File: src/rtl/digi_alarm_clock.sv
// 24-hour clock with N_ALARMS alarm channels, ring timeout and optional snooze.
// Define DIGI_ALARM_SNOOZE_EN to build the SNOOZE state and honour the snooze input.
module digi_alarm_clock #(
  parameter  int N_ALARMS       = 4,
  parameter  int SNOOZE_MIN     = 5,
  parameter  int RING_TIMEOUT_S = 60,
  localparam int IDXW           = (N_ALARMS > 1) ? $clog2(N_ALARMS) : 1
) (
  input  logic            clk,
  input  logic            rst_n,
  input  logic            tick_1hz,
  input  logic            set_time,
  input  logic [4:0]      set_hours,
  input  logic [5:0]      set_minutes,
  input  logic [5:0]      set_seconds,
  input  logic            alarm_wr,
  input  logic [IDXW-1:0] alarm_idx,
  input  logic [4:0]      alarm_hours_in,
  input  logic [5:0]      alarm_minutes_in,
  input  logic            alarm_en_in,
  input  logic            snooze,
  input  logic            dismiss,
  output logic [4:0]      hours,
  output logic [5:0]      minutes,
  output logic [5:0]      seconds,
  output logic            alarm_ring,
  output logic [IDXW-1:0] alarm_src
);

  localparam int RW = 10;

`ifdef DIGI_ALARM_SNOOZE_EN
  localparam int SNW          = 12;
  localparam int SNOOZE_TICKS = SNOOZE_MIN * 60;
  typedef enum logic [1:0] {IDLE, RING, SNOOZE} state_e;
  logic [SNW-1:0] snz_cnt_q;
`else
  typedef enum logic [1:0] {IDLE, RING} state_e;
  logic unused_snooze;
  assign unused_snooze = snooze;
`endif

  state_e          state_q;
  logic [RW-1:0]   ring_cnt_q;
  logic            alarm_ring_q;
  logic [IDXW-1:0] alarm_src_q;

  logic [4:0] hours_q, hours_d;
  logic [5:0] minutes_q, minutes_d;
  logic [5:0] seconds_q, seconds_d;

  logic [4:0] alm_h_q  [N_ALARMS];
  logic [5:0] alm_m_q  [N_ALARMS];
  logic       alm_en_q [N_ALARMS];

  logic            match_tick;
  logic            match;
  logic [IDXW-1:0] match_idx;

  always_comb begin
    hours_d   = hours_q;
    minutes_d = minutes_q;
    seconds_d = seconds_q;
    if (set_time) begin
      hours_d   = (set_hours   > 5'd23) ? 5'd0 : set_hours;
      minutes_d = (set_minutes > 6'd59) ? 6'd0 : set_minutes;
      seconds_d = (set_seconds > 6'd59) ? 6'd0 : set_seconds;
    end else if (tick_1hz) begin
      if (seconds_q == 6'd59) begin
        seconds_d = 6'd0;
        if (minutes_q == 6'd59) begin
          minutes_d = 6'd0;
          hours_d   = (hours_q == 5'd23) ? 5'd0 : hours_q + 5'd1;
        end else begin
          minutes_d = minutes_q + 6'd1;
        end
      end else begin
        seconds_d = seconds_q + 6'd1;
      end
    end
  end

  // Only a tick that rolls seconds to zero can match; scanning downward leaves the lowest index.
  assign match_tick = tick_1hz && !set_time && (seconds_q == 6'd59);

  always_comb begin
    match     = 1'b0;
    match_idx = '0;
    for (int i = N_ALARMS - 1; i >= 0; i--) begin
      if (alm_en_q[i] && alm_h_q[i] == hours_d && alm_m_q[i] == minutes_d) begin
        match     = match_tick;
        match_idx = IDXW'(i);
      end
    end
  end

  always_ff @(posedge clk or negedge rst_n) begin
    if (!rst_n) begin
      hours_q   <= '0;
      minutes_q <= '0;
      seconds_q <= '0;
    end else begin
      hours_q   <= hours_d;
      minutes_q <= minutes_d;
      seconds_q <= seconds_d;
    end
  end

  always_ff @(posedge clk or negedge rst_n) begin
    if (!rst_n) begin
      for (int i = 0; i < N_ALARMS; i++) begin
        alm_h_q[i]  <= '0;
        alm_m_q[i]  <= '0;
        alm_en_q[i] <= 1'b0;
      end
    end else if (alarm_wr) begin
      for (int i = 0; i < N_ALARMS; i++) begin
        if (alarm_idx == IDXW'(i)) begin
          alm_h_q[i]  <= alarm_hours_in;
          alm_m_q[i]  <= alarm_minutes_in;
          alm_en_q[i] <= alarm_en_in;
        end
      end
    end
  end

  // Dismiss outranks snooze, which outranks the ring timeout.
  always_ff @(posedge clk or negedge rst_n) begin
    if (!rst_n) begin
      state_q      <= IDLE;
      ring_cnt_q   <= '0;
      alarm_ring_q <= 1'b0;
      alarm_src_q  <= '0;
`ifdef DIGI_ALARM_SNOOZE_EN
      snz_cnt_q    <= '0;
`endif
    end else begin
      case (state_q)
        IDLE: begin
          if (match) begin
            state_q      <= RING;
            ring_cnt_q   <= '0;
            alarm_ring_q <= 1'b1;
            alarm_src_q  <= match_idx;
          end
        end
        RING: begin
          if (dismiss) begin
            state_q      <= IDLE;
            alarm_ring_q <= 1'b0;
`ifdef DIGI_ALARM_SNOOZE_EN
          end else if (snooze) begin
            state_q      <= SNOOZE;
            alarm_ring_q <= 1'b0;
            snz_cnt_q    <= '0;
`endif
          end else if (tick_1hz) begin
            if (ring_cnt_q == RW'(RING_TIMEOUT_S - 1)) begin
              state_q      <= IDLE;
              alarm_ring_q <= 1'b0;
            end else begin
              ring_cnt_q <= ring_cnt_q + RW'(1);
            end
          end
        end
`ifdef DIGI_ALARM_SNOOZE_EN
        SNOOZE: begin
          if (dismiss) begin
            state_q <= IDLE;
          end else if (tick_1hz) begin
            if (snz_cnt_q == SNW'(SNOOZE_TICKS - 1)) begin
              state_q      <= RING;
              ring_cnt_q   <= '0;
              alarm_ring_q <= 1'b1;
            end else begin
              snz_cnt_q <= snz_cnt_q + SNW'(1);
            end
          end
        end
`endif
        default: state_q <= IDLE;
      endcase
    end
  end

  assign hours      = hours_q;
  assign minutes    = minutes_q;
  assign seconds    = seconds_q;
  assign alarm_ring = alarm_ring_q;
  assign alarm_src  = alarm_src_q;

endmodule

File: config.mk
export PLATFORM = sky130hd
export DESIGN_NAME = digi_alarm_clock
export DESIGN_NICKNAME = d
export VERILOG_FILES = /design/src/rtl/digi_alarm_clock.sv
export SDC_FILE = /design/constraint.sdc
export NUM_CORES = 1
export LEC_CHECK = 0
export ABC_AREA = 1
export CAP_MARGIN = 5
export CELL_PAD_IN_SITES_DETAIL_PLACEMENT = 1
export CELL_PAD_IN_SITES_GLOBAL_PLACEMENT = 1
export CORE_MARGIN = 5
export CORE_UTILIZATION = 30
export CTS_CLUSTER_SIZE = 40
export DETAILED_ROUTE_END_ITERATION = 12
export DONT_BUFFER_PORTS = 1
export GPL_ROUTABILITY_DRIVEN = 1
export PLACE_DENSITY = 0.55
export SLEW_MARGIN = 30
export SYNTH_ARGS = -nofsm -noshare
export SYNTH_HDL_FRONTEND = slang
export SYNTH_SLANG_ARGS = --single-unit
export TNS_END_PERCENT = 100
File: constraint.sdc
create_clock -name clk -period 6.5 [get_ports clk]
set_input_delay 0.975 -clock clk [delete_from_list [all_inputs] [get_ports clk]]
set_output_delay 0.975 -clock clk [all_outputs]
set_load 0.05 [all_outputs]
**Yosys cells after proc, flatten, opt, wreduce, memory -nomap -nowiden**

Cells that the tools add are included.

- Multiplexer cells: 38
- Add/sub/neg operators: 4
- Reductions and logical operators: 23
- $lt $le $gt $ge: 3
- Equality and inequality tests: 22

Operators by type and width:

| operator | number |
|---|---|
| $mux 6 | 9 |
| $mux 10 | 4 |
| $mux 5 | 6 |
| $eq 6x6->1 | 4 |
| $eq 5x5->1 | 4 |
| $pmux 10 s2 | 1 |
| $mux 2 | 8 |
| $add 6x1->6 const B | 2 |
| $eq 6x6->1 const B | 2 |
| $gt 6x6->1 const B | 2 |
| $add 10x1->10 const B | 1 |
| $eq 10x6->1 const B | 1 |
| $logic_and 1x1->1 | 10 |
| $reduce_and 2->1 | 5 |
| $mux 1 | 8 |
| $ne 2x2->1 const B | 4 |
| $ne 3x3->1 const B | 2 |
| $add 5x1->5 const B | 1 |
| $eq 5x5->1 const B | 1 |
| $gt 5x5->1 const B | 1 |
| $reduce_and 5->1 | 1 |
| $eq 2x1->1 const B | 2 |
| $eq 2x2->1 const B | 2 |
| $logic_not 2->1 | 2 |
| other kinds (6) | 7 |

- Output and inout bits: 20
- Register bits after elaboration: 80
- Input port bits: 38
- Word-level logic and storage cells: 109

**Logic depth before layout (Yosys ltp)**

- Depth in word-level cells: 15
- Mapped depth: 21
- Mapped depth without buffers: 21

**Worst setup path before layout**

No wires, ideal clock.

- Kind: input-to-reg
- Start point: input set_time
- End point: register alarm_src_q[0], in the netlist alarm_src[0]
- Slack: 3.855 ns
- Required time: 6.434 ns
- Stages: 16
- Arrival: 2.579 ns
- Cell sequence: clkbuf_8 > nor2_1 > a22oi_1 > nand2_4 > inv_2 > nand2_1 > nand2_1 > nor2_1 > inv_1 > nor2_1 > nand2_1 > nand2_2 > nand2_2 > nand2_4 > nand3_2 > nand2_1

- Elaborated cells between the ends (all ways): 30

RTL lines:

| what | RTL line | source |
|---|---|---|
| from (decl) | 12 | `input logic set_time,` |
| $mux 6 * | 64 | `if (set_time) begin` |
| net minutes_d[2] | 49 | `logic [5:0] minutes_q, minutes_d;` |
| $eq 6x6->1 | 90 | `if (alm_en_q[i] && alm_h_q[i] == hours_d && alm_m_q[i] == minutes_d) begin` |
| $logic_and 1x1->1 | 90 |  |
| $mux 1 (4 in a row) | 90 |  |
| $reduce_and 2->1 (no source line) | -- |  |
| to (signal assigned) | 144 | `alarm_src_q <= match_idx;` |
| to (decl) | 46 | `logic [IDXW-1:0] alarm_src_q;` |

Mark *: on every way through the listed nets, which the timed path passes. The rest lies on a longest branch.
A chain may end at the register's enable or synchronous reset.

**Final worst setup path**

- Start point: register seconds_q[0], in the netlist seconds[0]
- End point: register alarm_src_q[0], in the netlist alarm_src[0]

- Cells in the longest elaborated chain, start to end: 12
- Elaborated cells between the ends (all ways): 33

RTL lines:

| what | RTL line | source |
|---|---|---|
| from (decl) | 50 | `logic [5:0] seconds_q, seconds_d;` |
| from (signal assigned) | 105 | `seconds_q <= seconds_d;` |
| $eq 6x6->1 * | 69, 84 |  |
| $mux 5 | 69 | `if (seconds_q == 6'd59) begin` |
| $mux 5 | 68 | `end else if (tick_1hz) begin` |
| $mux 5 | 64 |  |
| $eq 5x5->1 | 90 |  |
| $logic_and 1x1->1 (2 in a row) | 90 |  |
| $mux 1 (4 in a row) | 90 |  |
| $reduce_and 2->1 (no source line) | -- |  |

Every way passes the cells marked *; elsewhere a longest branch is shown, timed or not.

==> parameters.txt <==
Parameter                              Value

Outcome
  Status ... completed

Clocking
  CTS sink count ... 78
  Clk pin slew, worst setup/hold paths ... approximately 0.060 ns
  Post-CTS sizing ... 0
  Bufs on Longest Clock Path ... 2
  Clock root buffer ... sky130_fd_sc_hd__clkbuf_16
  Later-pin clock latency in the skew report ... 0.35 ns
  Number of buffers added by the clock tree synthesis step ... 9
  CTS tree ... built
  Setup bufs post-CTS ... 0
  Post-CTS Hold Buffers ... 0
  H-tree depth ... 3

Critical path
  Type of element launching the critical path ... register
  Start of the worst register-to-register path ... seconds[0]
  Type of the worst setup path ... reg2reg
  Data required time at the worst endpoint ... 6.79 ns
  Kind of cell with the highest combined delay on the critical path ... simple AND/OR/NAND/NOR gates
  Most prevalent standard cell on the critical path ... sky130_fd_sc_hd__nand2_1
  Flop2flop setup slack ... between 3 and 4 ns
  Reg2Reg Capture Point ... alarm_src[0]
  Combined buffer and inverter count along the critical path ... 0
  Capturing element type of the critical path ... register
  Maximum single-stage delay on the critical path ... 0.72 ns
  Cell chain of the critical path ... ha_1 -> nand3_4 -> nor2_8 -> nand3_1 -> a21oi_2 -> nand2_2 -> nand2_1 -> nand2_1 -> nor2_1 -> nand3_1 -> nor2_1 -> nand2_1 -> nand2_1 -> nand2_2 -> nand2_4 -> nand3_2 -> nand2_1
  Critical-path top delay cell ... sky130_fd_sc_hd__dfrtp_1
  Max FO, Critical Path ... 15
  Depth of the most critical reg-to-reg path ... 17
  Worst setup path startpoint ... seconds[0]
  Data arrival time of the critical path ... 3.69 ns

Floorplanning
  Starting density of the core ... 0.308
  Core Area ... 0.0153 mm2
  # IOs ... between 50 and 60
  Vert. Die Dim ... between 100 and 150 um
  Total Die Area ... 0.0183 mm2
  Horizontal die dimension ... 135 um
  Number of placement rows ... 45

Yosys
  Area share of fa/ha/maj cells after synthesis ... 0.0107
  Synthesized net count ... 679
  Distinct cells, synth ... 40
  Cell with the most instances after synthesis ... sky130_fd_sc_hd__nand2_1
  Fraction of the mapped netlist area in compound gates ... 0.0778
  Share of synthesized flip-flops with an asynchronous set or reset ... 1.00
  Area share of the leading cell type in the synthesized netlist ... 0.416
  Number of synthesized flops with an enable pin ... 0
  Syn Std Cell Area ... around 0.0047 mm2
  Most area-consuming cells after synthesis ... sky130_fd_sc_hd__dfrtp_1 (42%), sky130_fd_sc_hd__nand2_1 (16%), sky130_fd_sc_hd__nand3_1 (5.6%)
  Cell accounting for the most synthesized area ... sky130_fd_sc_hd__dfrtp_1
  Combinational family with the most area after synthesis ... simple AND/OR/NAND/NOR gates
  Synthesized area divided by synthesized cell count ... approximately 7.4 um2
  Syn Inst Count ... ~640
  Commonest register cell after synthesis ... sky130_fd_sc_hd__dfrtp_1
  Post-synthesis register bit count ... slightly below 80
  Sequential element share of the synthesized area ... 0.416
  Mux contribution to synthesized area ... 0
  Parity-gate share of the synthesized area counting xor and xnor cells ... 0.0392
  Total of warnings raised by yosys ... 0
  Area fraction in and, or, nand and nor cells after synthesis ... 0.378
  Synth cell count leaders ... sky130_fd_sc_hd__nand2_1 (205), sky130_fd_sc_hd__dfrtp_1 (78), sky130_fd_sc_hd__inv_1 (66)

Pwr
  Overall power consumption ... roughly 0.0014 W
  PD cells ... 264 mW/mm2
  Register share of total power ... 0.472
  Cell Int Power ... 0.000911 W
  Fraction of power spent switching nets ... 0.334
  Net switching power ... 0.000458 W
  Worst IR Drop VDD ... ~0.13 mV
  Leakage dissipation ... 2.55 nW
  Clock share of power ... 0.362
  Comb power frac ... 0.166

Final layout
  Diode count ... 0
  Post-route design area ... 0.00518 mm2
  Share of post-route cells with drive strength above 1 ... 0.113
  Number of non-filler instances in the completed layout ... 851
  Final Net Count ... 677
  Area delta synth->final ... 10.4%

Global routing
  Maximum number of pins on one net before global-route repair ... 79
  Initial antenna violation count ... 0
  Via count of the first global-routing pass ... 4,269
  Total congestion overflow after global routing ... 0
  GR Util All Layers ... 0.160
  First-pass GRT wire length ... 22,800 um

STA
  Tightest slew margin relative to the limit ... 0.531
  Aggregate negative setup slack ... 0 ns
  Number of setup violations in the final report ... 0
  Min Tclk post-route ... 3.39 ns
  Total count of max-transition violations in the final report ... 0
  Crit share post-route ... 0.522
  Unrepaired setup endpoints after global routing ... false
  Number of hold-slack violations in the final timing report ... 0
  Maximum clock skew at final layout ... 0.00834 ns
  Max Freq ... 295 MHz
  Slew at the pin closest to its max-slew limit ... 0.701 ns

Drt
  Via count normalized by instance count ... 4.72
  Total via count after detailed routing ... around 4k
  1st-iter DRT viols ... about 140
  DRC violations left ... 0
  Detailed-router iteration count before antenna repair ... 4
  Detailed-route wire length ... 13,800 um
  DRT antenna net count ... 0
  Average wire per cell in the routed design ... 16.2 um

Place
  DP HPWL ... 10,500 um
  Input/output buffers ... 0
  Number of cells after detailed placement ... 835
  Final estimated routing congestion in global placement ... 0.813
  Area of placed instances ... 0.00488 mm2

Worst hold path
  Hold Crit Class ... in2async

Job
  Max_cap viols ... 0
state kept, by name, indices dropped and copies added, names as in the netlist:
name        count
ring_cnt_q     10
hours           5
seconds         6
alarm_src       2
alarm_ring      1
minutes         6
alm_h_q        20
alm_en_q        4
alm_m_q        24
cells in the final DEF, fill, tap and decap left out, types with 9 or more instances in the layout:
cell type	netlist	routed
sky130_fd_sc_hd__nand2_1	205	205
sky130_fd_sc_hd__dfrtp_1	78	78
sky130_fd_sc_hd__inv_1	66	66
sky130_fd_sc_hd__o21ai_0	53	53
sky130_fd_sc_hd__nor2_1	49	49
sky130_fd_sc_hd__nand3_1	53	49
sky130_fd_sc_hd__nand2_2	19	19
sky130_fd_sc_hd__nand3_2	8	12
sky130_fd_sc_hd__nand4_1	11	11
sky130_fd_sc_hd__xnor2_1	11	11
sky130_fd_sc_hd__inv_2	10	10
sky130_fd_sc_hd__nand3b_1	10	10
sky130_fd_sc_hd__xor2_1	10	10
sky130_fd_sc_hd__clkbuf_16	0	9
how the worst max path moves through the flow:
| stage | end | depth (start not counted) |
|---|---|---|
| final | alarm_src[0] | 17 |
| after global routing | alarm_src[0] | 19 |
| after CTS | alarm_src[0] | 17 |
| after detailed placement | alarm_src[0] | 17 |
| after global placement | alarm_src[0] | 17 |
| after floorplan | alarm_src[0] | 16 |
power groups by stage:
stage | Sequential [W] | Clock, W | Combinational, W
finish | 0.000645 | 0.000496 | 0.000227
global route | 0.000656 | 0.000532 | 0.000265
CTS | 0.000647 | 0.000510 | 0.000233
detailed placement | 0.000656 | 0 | 0.000232
global placement | 0.000654 | 0 | 0.000224
floorplan | 0.000635 | 0 | 0.000185
metrics by stage:
stage	hold WS, ns	setup slack (ns)	utilization
2_1_floorplan	0.453	3.85	-
3_3_place_gp	0.473	3.18	0.320
3_5_place_dp	0.485	3.11	0.320
4_1_cts	0.302	3.08	0.339
5_1_grt	0.298	2.80	0.340
6_report	0.315	3.11	0.340
cell type report:
type / count / area, um2
clock inverters: 5 / 33.8
inverters: 77 / 289
fillers: 1897 / 10100
well taps: 211 / 264
clock buffers: 11 / 253
multi-input cells: 469 / 2390
flip-flops and latches: 78 / 1950
worst reg2reg max path: stages, from the launching register on:
cell                      delay (ns)
sky130_fd_sc_hd__dfrtp_1        0.72
sky130_fd_sc_hd__ha_1           0.37
sky130_fd_sc_hd__nand3_4        0.15
sky130_fd_sc_hd__nor2_8         0.25
sky130_fd_sc_hd__nand3_1        0.16
sky130_fd_sc_hd__a21oi_2        0.28
sky130_fd_sc_hd__nand2_2        0.16
sky130_fd_sc_hd__nand2_1        0.12
sky130_fd_sc_hd__nand2_1        0.06
sky130_fd_sc_hd__nor2_1         0.10
sky130_fd_sc_hd__nand3_1        0.08
sky130_fd_sc_hd__nor2_1         0.19
sky130_fd_sc_hd__nand2_1        0.14
sky130_fd_sc_hd__nand2_1        0.11
sky130_fd_sc_hd__nand2_2        0.16
sky130_fd_sc_hd__nand2_4        0.17
sky130_fd_sc_hd__nand3_2        0.06
sky130_fd_sc_hd__nand2_1        0.05
cell families after synthesis:
kind of cell | Yosys count
and+or+nand+nor | 377
xor gates and xnor gates | 21
DFF | 78
AOI/OAI and AO/OA | 67
buffers and inverters | 90
adders and majority gates | 4
per-layer routing:
metal,share of wire,vias up,GRT usage,wire length [um]
li1,-,2024,-,-
met1,0.46,1927,0.197,6340
met2,0.48,47,0.270,6590
met3,0.042,18,0.0421,585
met4,0.019,0,0.0588,262
met5,0,-,0,0
No activity file was read; power rests on OpenSTA's default activity.
